==> src/rtl/game_pkg.sv <==
// Shared state encoding and default timing constants for the vertical-scroll game.
package game_pkg;

   typedef enum logic [1:0] {
      ST_ATTRACT = 2'd0,
      ST_PLAY    = 2'd1,
      ST_HIT     = 2'd2,
      ST_OVER    = 2'd3
   } state_e;

   localparam int unsigned CNT_W   = 8;
   localparam int unsigned LIVES_W = 2;
   localparam int unsigned SCORE_W = 8;

   localparam int unsigned DEF_LIVES        = 3;
   localparam int unsigned DEF_HIT_FRAMES   = 60;
   localparam int unsigned DEF_FLASH_FRAMES = 8;
   localparam int unsigned DEF_OVER_FRAMES  = 120;

   localparam logic [CNT_W-1:0] CNT_MAX = '1;

endpackage

==> src/rtl/btn_debounce.sv <==
// Button conditioner: two-flop synchroniser, frame-rate sampling and rising-edge detect.
// press pulses once per physical press, in the same cycle as frame_tick.
module btn_debounce (
   input  logic clk,
   input  logic reset,
   input  logic frame_tick,
   input  logic btn_raw,
   output logic press
);

   logic       sync1_q, sync2_q;
   logic [1:0] hist_q, hist_d;

   always_comb begin
      hist_d = hist_q;
      if (frame_tick) begin
         hist_d = {hist_q[0], sync2_q};
      end
   end

   always_ff @(posedge clk) begin
      if (reset) begin
         sync1_q <= 1'b0;
         sync2_q <= 1'b0;
         hist_q  <= 2'b00;
      end else begin
         sync1_q <= btn_raw;
         sync2_q <= sync1_q;
         hist_q  <= hist_d;
      end
   end

   // High on this tick and the previous one, low on the tick before that.
   assign press = frame_tick & sync2_q & hist_q[0] & ~hist_q[1];

endmodule

==> src/rtl/game_ctrl.sv <==
// Game sequencer: attract/play/hit/over FSM, lives and high-score tracking,
// scroll datapath control and hit-flash generation. All outputs registered.
module game_ctrl
   import game_pkg::*;
#(
   parameter int unsigned LIVES        = DEF_LIVES,
   parameter int unsigned HIT_FRAMES   = DEF_HIT_FRAMES,
   parameter int unsigned FLASH_FRAMES = DEF_FLASH_FRAMES,
   parameter int unsigned OVER_FRAMES  = DEF_OVER_FRAMES
) (
   input  logic               clk,
   input  logic               reset,
   input  logic               frame_tick,
   input  logic               start_btn,
   input  logic               move_btn,
   input  logic               collision,
   input  logic [SCORE_W-1:0] score,
   output logic               scroll_reset,
   output logic               scroll_move,
   output logic [1:0]         state,
   output logic [LIVES_W-1:0] lives,
   output logic [SCORE_W-1:0] high_score,
   output logic               new_high,
   output logic               flash
);

   state_e               state_q, state_d;
   logic [LIVES_W-1:0]   lives_q, lives_d;
   logic [SCORE_W-1:0]   high_q, high_d;
   logic                 new_high_q, new_high_d;
   logic                 flash_q, flash_d;
   logic [CNT_W-1:0]     flash_cnt_q, flash_cnt_d;
   logic [CNT_W-1:0]     frame_cnt_q, frame_cnt_d;
   logic                 scroll_reset_q, scroll_reset_d;
   logic                 scroll_move_q, scroll_move_d;
   logic                 start_press;
   logic [CNT_W-1:0]     frame_cnt_inc;
   logic [CNT_W-1:0]     flash_cnt_inc;

   btn_debounce u_start_db (
      .clk        (clk),
      .reset      (reset),
      .frame_tick (frame_tick),
      .btn_raw    (start_btn),
      .press      (start_press)
   );

   assign frame_cnt_inc = frame_cnt_q + CNT_W'(1);
   assign flash_cnt_inc = flash_cnt_q + CNT_W'(1);

   // Next-state and registered-output logic.
   always_comb begin
      state_d     = state_q;
      lives_d     = lives_q;
      high_d      = high_q;
      new_high_d  = new_high_q;
      flash_d     = flash_q;
      flash_cnt_d = flash_cnt_q;
      frame_cnt_d = frame_cnt_q;

      if (frame_tick && (frame_cnt_q != CNT_MAX)) begin
         frame_cnt_d = frame_cnt_inc;
      end

      case (state_q)
         ST_ATTRACT: begin
            flash_d = 1'b0;
            if (start_press) begin
               state_d    = ST_PLAY;
               lives_d    = LIVES_W'(LIVES);
               new_high_d = 1'b0;
            end
         end

         ST_PLAY: begin
            // lives_q is always >= 1 here; the guard keeps the counter from wrapping.
            if (collision && (lives_q != '0)) begin
               state_d     = ST_HIT;
               lives_d     = lives_q - LIVES_W'(1);
               flash_d     = 1'b1;
               flash_cnt_d = '0;
            end
         end

         ST_HIT: begin
            if (frame_tick) begin
               if (frame_cnt_inc == CNT_W'(HIT_FRAMES)) begin
                  flash_d = 1'b0;
                  if (lives_q == '0) begin
                     state_d = ST_OVER;
                     if (score > high_q) begin
                        high_d     = score;
                        new_high_d = 1'b1;
                     end
                  end else begin
                     state_d = ST_PLAY;
                  end
               end else if (flash_cnt_inc == CNT_W'(FLASH_FRAMES)) begin
                  flash_d     = ~flash_q;
                  flash_cnt_d = '0;
               end else begin
                  flash_cnt_d = flash_cnt_inc;
               end
            end
         end

         ST_OVER: begin
            // Early presses fall through here and are simply lost.
            if (start_press && (frame_cnt_q >= CNT_W'(OVER_FRAMES))) begin
               state_d = ST_ATTRACT;
            end
         end

         default: begin
            state_d = ST_ATTRACT;
         end
      endcase

      if (state_d != state_q) begin
         frame_cnt_d = '0;
      end

      scroll_reset_d = (state_d == ST_ATTRACT);
      scroll_move_d  = (state_d == ST_PLAY) & move_btn;
   end

   always_ff @(posedge clk) begin
      if (reset) begin
         state_q        <= ST_ATTRACT;
         lives_q        <= '0;
         high_q         <= '0;
         new_high_q     <= 1'b0;
         flash_q        <= 1'b0;
         flash_cnt_q    <= '0;
         frame_cnt_q    <= '0;
         scroll_reset_q <= 1'b1;
         scroll_move_q  <= 1'b0;
      end else begin
         state_q        <= state_d;
         lives_q        <= lives_d;
         high_q         <= high_d;
         new_high_q     <= new_high_d;
         flash_q        <= flash_d;
         flash_cnt_q    <= flash_cnt_d;
         frame_cnt_q    <= frame_cnt_d;
         scroll_reset_q <= scroll_reset_d;
         scroll_move_q  <= scroll_move_d;
      end
   end

   assign state        = state_q;
   assign lives        = lives_q;
   assign high_score   = high_q;
   assign new_high     = new_high_q;
   assign flash        = flash_q;
   assign scroll_reset = scroll_reset_q;
   assign scroll_move  = scroll_move_q;

endmodule

==> config.mk <==
export PLATFORM = sky130hd
export DESIGN_NAME = game_ctrl
export DESIGN_NICKNAME = d
export VERILOG_FILES = /design/src/rtl/game_pkg.sv /design/src/rtl/btn_debounce.sv /design/src/rtl/game_ctrl.sv
export SDC_FILE = /design/constraint.sdc
export NUM_CORES = 1
export LEC_CHECK = 0
export CAP_MARGIN = 40
export CELL_PAD_IN_SITES_DETAIL_PLACEMENT = 0
export CELL_PAD_IN_SITES_GLOBAL_PLACEMENT = 1
export CORE_ASPECT_RATIO = 1.1
export CORE_MARGIN = 5
export CORE_UTILIZATION = 30
export CTS_CLUSTER_DIAMETER = 50
export DETAILED_ROUTE_END_ITERATION = 12
export DONT_BUFFER_PORTS = 1
export GPL_TIMING_DRIVEN = 0
export PLACE_DENSITY = 0.63
export SETUP_SLACK_MARGIN = 0.1
export SYNTH_ARGS = -nofsm -noshare
export SYNTH_HDL_FRONTEND = slang
export SYNTH_HIERARCHICAL = 1
export SYNTH_SLANG_ARGS = --single-unit
==> constraint.sdc <==
create_clock -name clk -period 6.25 [get_ports clk]
set_input_delay 0.3125 -clock clk [delete_from_list [all_inputs] [get_ports clk]]
set_output_delay 0.3125 -clock clk [all_outputs]
set_load 0.02 [all_outputs]
==> summary.md <==
| Metric | Value |
|---|---|
| Seq cells post-synth | 36 |
| Overall routed net length | between 4000 and 5000 um |
| Via count of the first global-routing pass | between 1,500 and 2,000 |
| Global router's overall resource usage | 0.111 |
| Maximum buffer depth of the clock tree | 2 |
| Core Box Area | 7390 um2 |
| Cell Pwr Density | about 180 nW/um2 |
| Number of flops mapped to enable cells by yosys | 0 |
| Leading cell type in the layout, fill and taps excluded | sky130_fd_sc_hd__dfxtp_1 |
| N_diodes | 0 |
| H-tree lvl count | 2 |
| I/O pin count | 30 |
| Final setup violation count | 0 |
| Filler cell count | between 700 and 800 |
| Sequential cell area fraction in the yosys report | 0.321 |
| Syn Std Cell Area | between 2000 and 2500 um2 |
| Clock root buffer master | sky130_fd_sc_hd__clkbuf_8 |
| Power Total | 444 uW |
| Most frequent cells in the layout | sky130_fd_sc_hd__dfxtp_1, sky130_fd_sc_hd__nor2_1, sky130_fd_sc_hd__nand2b_1, sky130_fd_sc_hd__nand2_1, sky130_fd_sc_hd__inv_1 |
| Initial standard-cell utilization of the core | 0.303 |
| Crit path setup slack, layout | roughly 3.6 ns |
| Highest net fanout along the worst path | 10 |
| Instance count of the mapped netlist | 262 |
| Vias | roughly 1,800 |
| Net count after synthesis | a little under 300 |
| FF-to-FF setup slack | 3.63 ns |
| Grt total ovfl | 0 |
| Accumulated negative setup slack | 0 ns |
| Clk Latency, worst-skew pair | 0.28 ns |
| Post-CTS Resized | 0 |
| Hold buffer count at cts | 0 |
| Area growth from synthesis to final layout | 8.31% |
| Placer congestion estimate | between 0.7 and 0.8 |
| Residual DRC | 0 |
| Fraction of the core area covered by cells at the end of the flow | 0.329 |
| Cell breakdown of the critical path | inv_1 > ha_1 > clkbuf_1 > o311ai_0 > nor4_1 > a2111oi_0 > o32ai_1 |
| Setup repair after global routing missed its margin | false |
| Die width | 92.4 um |
| Unique masters post-synth | 54 |
| Routed wire length per instance | 13.5 um |
| Chip Height | around 100 um |
| Fraction of registers with async set or reset after synthesis | 0 |
| Period minus WS final | ~2.6 ns |
| Leakage power | about 0.88 nW |
| Hold crit path type | in -> reg |
| Peak Freq | approximately 380 MHz |
| Type of the worst setup path | reg -> reg |
| Max Clock Skew | around 0.0085 ns |
| Yosys Warn Count | 6 |
| Critical path buffer and inverter count | 2 |
| Pre-CTS worst setup slack | between 3 and 4 ns |
| Outcome | completed |
| Per-cell via count in the routed design | between 5 and 6 |
| Kind of end point of the critical path | flip-flop |
| Initial antenna violation count | 0 |
| Sort of element at the start of the critical path | flip-flop |
| Post-DP Area | 2350 um2 |
| Clock sink total | 36 |
| Std cell rows | 33 |
| DP HPWL | approximately 3600 um |
| Clock buffer count from CTS | 5 |
| Antenna-violating nets left | 0 |
| Iteration count of the initial detailed-routing pass | 4 |
| Die area | just over 9000 um2 |
| Arrival time of data at the critical path endpoint | between 2 and 3 ns |
| Number of nets in the layout | 300 |
| Primary flip-flop cell chosen by synthesis mapping | sky130_fd_sc_hd__dfxtp_1 |
| Max-Slew Margin vs Limit | 0.583 |
| Post-CTS Setup Bufs | 0 |
| Slowest CP cell | sky130_fd_sc_hd__o311ai_0 |
| IO buf count | 0 |
| Largest stage delay on the critical path | just over 0.6 ns |
| Slew @ Worst Pin | between 0.6 and 0.7 ns |
| First-pass GRT wire length | between 8000 and 9000 um |
| Share of post-route cells with drive strength above 1 | 0.0892 |
| Maximum vdd drop | 0.0000853 V |
| CTS clock-pin slew for the worst setup and hold paths | ~0.080 ns |
| Average size of a mapped cell | between 8 and 9 um2 |
| Required arrival time at the worst endpoint | roughly 6.4 ns |
| Hold violation total from the final report | 0 |
| Starting DRT DRC Count | ~60 |
| Largest net degree at the start of global routing | 11 |
| Number of maximum-capacitance constraint violations | 0 |
| Family with the most delay on the worst path | compound AO/OA/AOI/OAI gates |
| Slew Viols, Final | 0 |
| Period utilisation layout | 0.419 |
| Post-route cell area | ~2400 um2 |
| TritonCTS clock tree | yes |
## cells by family (layout without fill, tap and decap cells)
family / count (synthesis) / in the layout / synth area share
XOR/XNOR: 9 / 9 / 0.0352
AO/OA/AOI/OAI: 54 / 54 / 0.182
AND/OR/NAND/NOR: 109 / 109 / 0.264
flip-flops: 36 / 36 / 0.321
multiplexers: 12 / 12 / 0.0592
buffers and inverters: 25 / 32 / 0.0435
adder cells (fa/ha/maj): 17 / 17 / 0.0949
## registers in the layout, indices dropped and copies added (netlist names)
register	count
high_score	8
new_high	1
scroll_reset	1
state	2
flash	1
u_start_db/sync1_q	1
u_start_db/hist_q	2
flash_cnt_q	8
u_start_db/sync2_q	1
lives	2
frame_cnt_q	8
scroll_move	1
## metal layers
layer | vias to the layer above | GRT usage | routed length, um
met2 | 41 | 0.177 | 2210
met5 | - | 0 | 0
met3 | 7 | 0.0321 | 273
li1 | 931 | - | -
met1 | 855 | 0.140 | 2260
met4 | 0 | 0.0434 | 61
## final cells by class
class | instances | area [um2] | area share
Multi-Input combinational cell | 201 | 1420 | 0.586
Sequential cell | 36 | 721 | 0.297
Tap cell | 87 | 109 | 0.0448
Clock buffer | 6 | 72.6 | 0.0299
Inverter | 19 | 71.3 | 0.0294
Buffer | 6 | 26.3 | 0.0108
Clock inverter | 1 | 5.00 | 0.00206
## power by group
part / internal [mW] / leakage, nW / switching, mW / total, mW
combinational: 0.0182 / 0.544 / 0.0261 / 0.0443
clock: 0.0759 / 0.0410 / 0.0833 / 0.159
sequential: 0.233 / 0.291 / 0.00686 / 0.240
## Yosys cell counts, types with 2 or more instances
cell,count,area (um2)
sky130_fd_sc_hd__xnor2_1,4,35.0
sky130_fd_sc_hd__nor3_1,7,35.0
sky130_fd_sc_hd__nand2b_1,22,138
sky130_fd_sc_hd__nand2_1,22,82.6
sky130_fd_sc_hd__o31ai_1,3,22.5
sky130_fd_sc_hd__inv_1,19,71.3
sky130_fd_sc_hd__nor4b_1,2,17.5
sky130_fd_sc_hd__o21ai_0,9,45.0
sky130_fd_sc_hd__a21o_1,3,22.5
sky130_fd_sc_hd__and3_1,3,18.8
sky130_fd_sc_hd__nor2_1,28,105
sky130_fd_sc_hd__ha_1,17,213
sky130_fd_sc_hd__nor2b_1,3,18.8
sky130_fd_sc_hd__clkbuf_1,5,18.8
sky130_fd_sc_hd__o21ai_1,9,45.0
sky130_fd_sc_hd__nand4_1,6,37.5
sky130_fd_sc_hd__nand3_1,4,20.0
sky130_fd_sc_hd__a21oi_1,10,50.1
sky130_fd_sc_hd__mux2i_1,11,110
sky130_fd_sc_hd__dfxtp_1,36,721
sky130_fd_sc_hd__a211oi_2,2,25.0
sky130_fd_sc_hd__xor2_1,5,43.8
## final timing paths
path / from / to / cells after the start
setup reg to reg: state[1] / flash / 7
setup / recovery: state[1] / flash / 7
hold / removal: reset / u_start_db/hist_q[1] / 1
hold reg to reg: u_start_db/sync1_q / u_start_db/sync2_q / 1
## through the flow
stage / instances / hold WS [ns]
6_report: 356 / 0.0943
4_1_cts: 356 / 0.0833
3_5_place_dp: 349 / 0.388
2_1_floorplan: 262 / 0.382
3_3_place_gp: 349 / 0.386
5_1_grt: 356 / 0.0690
Power figures use the tool's default switching activity.
